===== src/rtl/sar_adc_ctrl.sv =====
// sar_adc_ctrl: synchronous successive-approximation controller for the SAR ADC macro.
// Sequences the sampling switch, cap-DAC bottom-plate drives and comparator strobe,
// resolves one bit per trial (MSB first) and hands the code out over valid/ready.
module sar_adc_ctrl #(
  parameter int unsigned NBITS         = 8,
  parameter int unsigned SAMPLE_CYCLES = 2,
  parameter int unsigned SETTLE_CYCLES = 1
) (
  input  logic             clk,
  input  logic             rst_n,
  input  logic             start,
  input  logic             abort,
  output logic             busy,
  output logic             sample,
  output logic [NBITS-1:0] cap_drv,
  output logic             comp_strobe,
  input  logic             comp_out,
  output logic [NBITS-1:0] result,
  output logic             valid,
  input  logic             ready
);

  // One counter serves both the sampling window and the per-trial settle window.
  localparam int unsigned CNT_MAX = (SAMPLE_CYCLES > SETTLE_CYCLES) ? SAMPLE_CYCLES : SETTLE_CYCLES;
  localparam int unsigned CNT_W   = $clog2(CNT_MAX + 1);
  localparam int unsigned IDX_W   = $clog2(NBITS);

  localparam logic [CNT_W-1:0] SAMPLE_LAST = CNT_W'(SAMPLE_CYCLES - 1);
  localparam logic [CNT_W-1:0] SETTLE_LAST = CNT_W'(SETTLE_CYCLES - 1);
  localparam logic [IDX_W-1:0] IDX_MSB     = IDX_W'(NBITS - 1);
  localparam logic [NBITS-1:0] BIT0        = {{(NBITS-1){1'b0}}, 1'b1};
  localparam logic [NBITS-1:0] BIT_MSB     = {1'b1, {(NBITS-1){1'b0}}};

  localparam logic [2:0] ST_IDLE   = 3'd0;
  localparam logic [2:0] ST_SAMPLE = 3'd1;
  localparam logic [2:0] ST_SETTLE = 3'd2;
  localparam logic [2:0] ST_STROBE = 3'd3;
  localparam logic [2:0] ST_LATCH  = 3'd4;
  localparam logic [2:0] ST_DONE   = 3'd5;

  logic [2:0]       state_q,       state_d;
  logic [IDX_W-1:0] idx_q,         idx_d;
  logic [CNT_W-1:0] cnt_q,         cnt_d;
  logic             sample_q,      sample_d;
  logic [NBITS-1:0] cap_drv_q,     cap_drv_d;
  logic             comp_strobe_q, comp_strobe_d;
  logic             busy_q,        busy_d;
  logic             valid_q,       valid_d;
  logic [NBITS-1:0] result_q,      result_d;

  logic [NBITS-1:0] idx_onehot;
  logic [NBITS-1:0] cap_decided;

  // Trial-bit position and the DAC word with the current comparator decision folded in.
  always_comb begin
    idx_onehot  = BIT0 << idx_q;
    cap_decided = comp_out ? cap_drv_q : (cap_drv_q & ~idx_onehot);
  end

  // Next-state and next-output computation; abort overrides every state.
  always_comb begin
    state_d       = state_q;
    idx_d         = idx_q;
    cnt_d         = cnt_q;
    sample_d      = sample_q;
    cap_drv_d     = cap_drv_q;
    comp_strobe_d = 1'b0;
    busy_d        = busy_q;
    valid_d       = valid_q;
    result_d      = result_q;

    if (abort) begin
      state_d   = ST_IDLE;
      idx_d     = '0;
      cnt_d     = '0;
      sample_d  = 1'b0;
      cap_drv_d = '0;
      busy_d    = 1'b0;
      valid_d   = 1'b0;
    end else begin
      case (state_q)
        ST_IDLE: begin
          if (start) begin
            state_d   = ST_SAMPLE;
            idx_d     = IDX_MSB;
            cnt_d     = '0;
            sample_d  = 1'b1;
            cap_drv_d = '0;
            busy_d    = 1'b1;
          end
        end

        ST_SAMPLE: begin
          if (cnt_q == SAMPLE_LAST) begin
            // Switch opens and the MSB trial drive asserts on the same edge,
            // so the two are never high together.
            state_d   = ST_SETTLE;
            cnt_d     = '0;
            sample_d  = 1'b0;
            cap_drv_d = BIT_MSB;
          end else begin
            cnt_d = cnt_q + 1'b1;
          end
        end

        ST_SETTLE: begin
          if (cnt_q == SETTLE_LAST) begin
            state_d       = ST_STROBE;
            cnt_d         = '0;
            comp_strobe_d = 1'b1;
          end else begin
            cnt_d = cnt_q + 1'b1;
          end
        end

        ST_STROBE: begin
          state_d = ST_LATCH;
        end

        ST_LATCH: begin
          if (idx_q != '0) begin
            state_d   = ST_SETTLE;
            idx_d     = idx_q - 1'b1;
            cap_drv_d = cap_decided | (idx_onehot >> 1);
          end else begin
            state_d   = ST_DONE;
            cap_drv_d = cap_decided;
            result_d  = cap_decided;
            busy_d    = 1'b0;
            valid_d   = 1'b1;
          end
        end

        ST_DONE: begin
          if (ready) begin
            state_d   = ST_IDLE;
            cap_drv_d = '0;
            valid_d   = 1'b0;
          end
        end

        default: begin
          state_d   = ST_IDLE;
          idx_d     = '0;
          cnt_d     = '0;
          sample_d  = 1'b0;
          cap_drv_d = '0;
          busy_d    = 1'b0;
          valid_d   = 1'b0;
        end
      endcase
    end
  end

  // State and output registers; reset discards any conversion in progress.
  always_ff @(posedge clk or negedge rst_n) begin
    if (!rst_n) begin
      state_q       <= ST_IDLE;
      idx_q         <= '0;
      cnt_q         <= '0;
      sample_q      <= 1'b0;
      cap_drv_q     <= '0;
      comp_strobe_q <= 1'b0;
      busy_q        <= 1'b0;
      valid_q       <= 1'b0;
      result_q      <= '0;
    end else begin
      state_q       <= state_d;
      idx_q         <= idx_d;
      cnt_q         <= cnt_d;
      sample_q      <= sample_d;
      cap_drv_q     <= cap_drv_d;
      comp_strobe_q <= comp_strobe_d;
      busy_q        <= busy_d;
      valid_q       <= valid_d;
      result_q      <= result_d;
    end
  end

  assign busy        = busy_q;
  assign sample      = sample_q;
  assign cap_drv     = cap_drv_q;
  assign comp_strobe = comp_strobe_q;
  assign result      = result_q;
  assign valid       = valid_q;

  // Analog-side safety invariants.
  a_break_before_make: assert property (@(posedge clk) disable iff (!rst_n)
    !(sample_q && (cap_drv_q != '0)));
  a_strobe_single: assert property (@(posedge clk) disable iff (!rst_n)
    comp_strobe_q |=> !comp_strobe_q);
  a_valid_not_busy: assert property (@(posedge clk) disable iff (!rst_n)
    valid_q |-> !busy_q);

endmodule


===== config.mk =====
export PLATFORM = sky130hd
export DESIGN_NAME = sar_adc_ctrl
export DESIGN_NICKNAME = d
export VERILOG_FILES = /design/src/rtl/sar_adc_ctrl.sv
export SDC_FILE = /design/constraint.sdc
export NUM_CORES = 1
export LEC_CHECK = 0
export BUFFER_PORTS_ARGS = -buffer_cell sky130_fd_sc_hd__buf_2
export CORE_ASPECT_RATIO = 0.75
export CORE_UTILIZATION = 37
export DETAILED_ROUTE_END_ITERATION = 16
export PLACE_DENSITY = 0.68
export SYNTH_ARGS = -nofsm -noshare
export SYNTH_HDL_FRONTEND = slang
export SYNTH_SLANG_ARGS = --single-unit

===== constraint.sdc =====
create_clock -name clk -period 1.7 [get_ports clk]
set_input_delay 0.17 -clock clk [delete_from_list [all_inputs] [get_ports clk]]
set_output_delay 0.17 -clock clk [all_outputs]
set_load 0.02 [all_outputs]

Yosys cells after proc, flatten, opt, wreduce, memory -nomap -nowiden
Index checks and enable logic that the tools add are counted.

Logic and storage cells: 87. Bits in registers: 28. RAM bits: 0. Latch bits: 0. Memory bits (read-only): 0. Memories kept: 0.

Bitwise logic cells: 5. Equal/unequal tests: 17. Shift operators: 1. Divide/modulo/power cells: 0. $lt $le $gt $ge: 0. Multiplexer cells: 37. $mul: 0. Reductions and logical operators: 16. $add $sub $neg: 2.

Operators with widths (count): 8-bit 2-to-1 mux (6); 8-bit one-hot mux with 5 select lines (1); 3-bit 2-to-1 mux (9); 3-bit inequality test (second input constant) (6); 3-bit one-hot mux with 6 select lines (1); 3-bit AND reduction (5); 4-bit OR reduction (3); 1-bit 2-to-1 mux (11); 2-bit by 1-bit inequality test with 1-bit output (second input constant) (5); 1-bit one-hot mux with 3 select lines (3); 3-bit one-hot mux with 3 select lines (1); 8-bit bitwise AND (1); 2-bit 2-to-1 mux (4); 8-bit inverter (1); 8-bit by 7-bit OR with 8-bit output (1); 2-bit one-hot mux with 4 select lines (1); 4-bit AND reduction (2); 1-bit by 3-bit << shifter with 8-bit output (first input constant) (1); 3-bit by 2-bit == test with 1-bit output (second input constant) (2); 3-bit == test (second input constant) (2); 3-bit by 1-bit == test with 1-bit output (second input constant) (1); 3-bit zero test (1); 3-bit nonzero test (1); 3-bit OR reduction (1); other kinds (7) (8).

Logic depth before layout (Yosys ltp)
Depth in word-level cells: 8. Mapped depth: 7. Mapped depth without buffers: 6.

Worst setup path after synthesis
No wires, ideal clock.

Path type: flip-flop to flip-flop. From: reg idx_q[0]. To: reg idx_q[0]. Library setup time: 0.125 ns. Path slack: 0.055 ns. Required time: 1.575 ns. Data arrival time: 1.520 ns. Stages on the path, launching flop included: 7. Path through: dfrtp_1 inv_1 ha_1 nand2b_1 a22oi_1 o21ai_1 mux2_2.

Word-level cells in the longest chain between the ends: 4. Elaborated cells on any way between the ends: 7. Those cells by class: add/sub: 1; eq/ne: 1; mux: 3; reduce/logical: 2.

Ends and longest elaborated chain: start: declaration (RTL line 42) `logic [IDX_W-1:0] idx_q, idx_d;`; start signal: assignment (RTL line 169) `idx_q <= idx_d;`; 3-bit by 1-bit subtractor with 3-bit output (RTL line 123) `idx_d = idx_q - 1'b1;`; 3-bit 2-to-1 mux (RTL line 121) `if (idx_q != '0) begin`; 3-bit one-hot mux with 3 select lines (RTL line 81) `case (state_q)`; 3-bit 2-to-1 mux (RTL line 72) `if (abort) begin`.

Several ways; a longest one is shown, not always the timed one. The select of a mux whose other input is x is not followed. A chain may end at the register's enable or synchronous reset.

Worst setup path after layout
Ends and elaborated chain as after synthesis.

==> results.json <==
{
  "p_leak_nw": 0.9788,
  "reg2reg_to": "idx_q[0]$_DFFE_PN0P_",
  "critical_path.slowest_cell": "dfrtp_1",
  "syn_area_um2": 1642,
  "final_cells": 271,
  "grt_overflow": 0,
  "viasPerCell": 5.232,
  "core_area_um2": 4154,
  "drc": 0,
  "synth_ff_type": "dfrtp_1",
  "rrSetupSlack_ns": 0.09,
  "die_area_um2": 4710,
  "fin_nets": 231,
  "wl_met1_um": 1868,
  "clkSinkCount": 28,
  "htreeDepth": 1,
  "setup_tns_ns": 0,
  "cts_max_path_buffers": 2,
  "ios": 26,
  "multi_input_area_um2": 882.1,
  "crit_chain": "inv_1 > ha_1 > nand2b_1 > a22oi_2 > o21ai_2 > mux2_2",
  "dp.cells": 263,
  "firstDrtPassIters": 4,
  "cts_tree": "done",
  "drtIter0Drc": 123,
  "dieHeight_um": 59.69,
  "r2r_cells": 6,
  "die_x_um": 78.91,
  "synth_edf_count": 0,
  "yosys_warnings": 0,
  "gp_congestion": 0.8207,
  "post-dp-hpwl_um": 2683,
  "start_util": 0.3952,
  "setup_viol": 0,
  "startpoint_type": "register",
  "yosysTopAreaCellShare": 0.4268,
  "worstPathRequired_ns": 1.88,
  "synth_area_per_cell_um2": 9.274,
  "hold_class": "primary input to register",
  "min_to": "result[0]$_DFFE_PN0P_",
  "num_vias": 1418,
  "routed.top_layer": "met4",
  "drive_gt1_frac": 0.3009,
  "worst_pin_slew_ns": 0.6660,
  "antenna_found_initial": 0,
  "synthMostInstantiatedCell": "nand2_1",
  "utilization": 0.4877,
  "finalCritPeriodShare": 0.9469,
  "slowest_delay_ns": 0.36,
  "grt_max_degree": 29,
  "maxCapViolCount": 0,
  "cts_root_buf": "clkbuf_8",
  "avgRoutedWirePerCell_um": 13.94,
  "crit_arrival_ns": 1.79,
  "power_mw": 2.790,
  "worstReg2RegStart": "idx_q[0]$_DFFE_PN0P_",
  "clk_latency_ns": 0.28,
  "synth.distinct_cells": 44,
  "fin_crit_ns": 1.610,
  "hold_viol": 0,
  "crit_fanout": 4,
  "worst_ir_drop_vdd_mv": 0.5554,
  "grt_pass1_vias": 1388,
  "synthTopCellsByArea": "dfrtp_1 (43%), nand2_1 (6.9%), ha_1 (6.1%)",
  "slew-limit-headroom": 0.5560,
  "routed_wirelength_um": 3777,
  "rows": 20,
  "antenna_cells": 0,
  "clk_pin_slew_ns": 0.10,
  "dr_wl_met2_um": 1701,
  "numPortBuffers": 25,
  "final.fill_count": 398,
  "ys_ff_latch": 28,
  "grt_first_pass_wirelength_um": 6417,
  "holdCritStartpoint": "comp_out",
  "synth_top_cell_by_area": "dfrtp_1",
  "ys_seq_area_frac": 0.4268,
  "async_flop_share": 1.000,
  "whs_path_depth": 3,
  "p_per_area_nw_per_um2": 1377,
  "seq_area_um2": 703.2,
  "fmax_mhz": 621.2,
  "wl_met3_um": 179,
  "ys_top_cells_by_count": "nand2_1 (30), dfrtp_1 (28), a21oi_1 (14)",
  "area_growth_syn_to_layout_pct": 23.40,
  "grt.total_usage": 0.1782,
  "synth_nets": 191,
  "finalMaxSlewViolations": 0,
  "drtAntennaViolNets": 0,
  "status": "complete, no violations",
  "cts_buffers": 3,
  "skew_ns": 0.003199,
  "cp-end-kind": "register",
  "worstSetupPathType": "register to register",
  "syn_inst": 177
}
-- critical path, delay by kind of cell (launching register included) --
| family | cells | cell delay (ns) |
|---|---|---|
| adders and majority gates | 1 | 0.23 |
| and+or+nand+nor | 1 | 0.16 |
| buffers and inverters | 1 | 0.07 |
| AOI/OAI and AO/OA | 2 | 0.33 |
| muxes | 1 | 0.35 |
| DFF | 1 | 0.36 |
-- flip-flops by register name, indices dropped and copies added, names as in the netlist --
name and flops:
comp_strobe 1, busy 1, valid 1, cap_drv 8
result 8, sample 1, idx_q 3, state_q 3
cnt_q 2
-- layout by cell type, fill, tap and decap left out, types with 2 or more instances in the layout --
master,count
nor2_1,9
dfrtp_1,26
a21o_1,2
nand2b_1,3
dfrtp_2,2
ha_1,8
clkbuf_8,3
o2bb2ai_1,4
o31ai_1,5
buf_2,25
a22oi_1,5
nand3b_1,2
a31oi_1,2
o21ai_0,12
buf_4,19
nand3_1,3
nor2b_1,2
a211oi_1,2
o21ai_1,2
mux2_2,4
inv_1,6
nand2_1,30
a21oi_1,14
-- per-stage QoR --
stage | instance area, µm² | hold WS (ns) | setup WS, ns
CTS | 1983 | 0.1658 | 0.05365
global route | 2026 | 0.1971 | -0.01253
global placement | 1898 | 0.2355 | 0.08900
floorplan | 1642 | -0.1256 | 0.05528
detailed placement | 1898 | 0.2407 | 0.01677
finish | 2026 | 0.1821 | 0.09027
-- worst max path at each step --
stage | from | to | slack [ns] | cells past startpoint
finish | idx_q[0]$_DFFE_PN0P_ | idx_q[0]$_DFFE_PN0P_ | 0.09 | 6
global route | idx_q[0]$_DFFE_PN0P_ | idx_q[0]$_DFFE_PN0P_ | -0.01 | 6
CTS | idx_q[0]$_DFFE_PN0P_ | result[2]$_DFFE_PN0P_ | 0.05 | 6
detailed placement | idx_q[0]$_DFFE_PN0P_ | idx_q[0]$_DFFE_PN0P_ | 0.02 | 6
global placement | idx_q[0]$_DFFE_PN0P_ | idx_q[1]$_DFFE_PN0P_ | 0.09 | 6
floorplan | idx_q[0]$_DFFE_PN0P_ | idx_q[0]$_DFFE_PN0P_ | 0.06 | 6
-- what timing repair did --
item	in CTS	in global routing
cloned	0	0
endpoints found under the setup margin	1	19
pin swaps	0	1
hold endpoints to repair	28	0
gates resized for setup	1	6
hold buffers	1	0
setup buffers	0	3
-- area by class of cell --
class                           instances  area share
Clock buffer                            3     0.02038
Clock inverter                          1     0.01482
Inverter                                6     0.01112
Multi-Input combinational cell        133      0.4355
Sequential cell                        28      0.3471
Tap cell                               55     0.03397
Timing Repair Buffer                   45      0.1371
-- where the power goes --
| part | total (mW) | switching [mW] | internal, mW |
|---|---|---|---|
| Sequential | 0.927 | 0.150 | 0.777 |
| Combinational | 1.33 | 0.707 | 0.619 |
| Clock | 0.537 | 0.221 | 0.316 |
| Total | 2.79 | 1.08 | 1.71 |
-- routing by layer --
| metal | track usage | up-vias |
|---|---|---|
| met4 | 0.06494 | 0 |
| met2 | 0.2870 | 40 |
| met1 | 0.2381 | 670 |
| li1 | - | 706 |
| met5 | 0 | - |
| met3 | 0.03969 | 2 |
-- cell families after synthesis --
kind of cell / share of synthesized area
AO/OA/AOI/OAI: 0.2317
XOR/XNOR: 0.005336
adder cells (fa/ha/maj): 0.06098
buffers and inverters: 0.04878
flip-flops: 0.4268
multiplexers: 0.02744
AND/OR/NAND/NOR: 0.1989
Note: power is estimated with default switching activity, not from simulation.
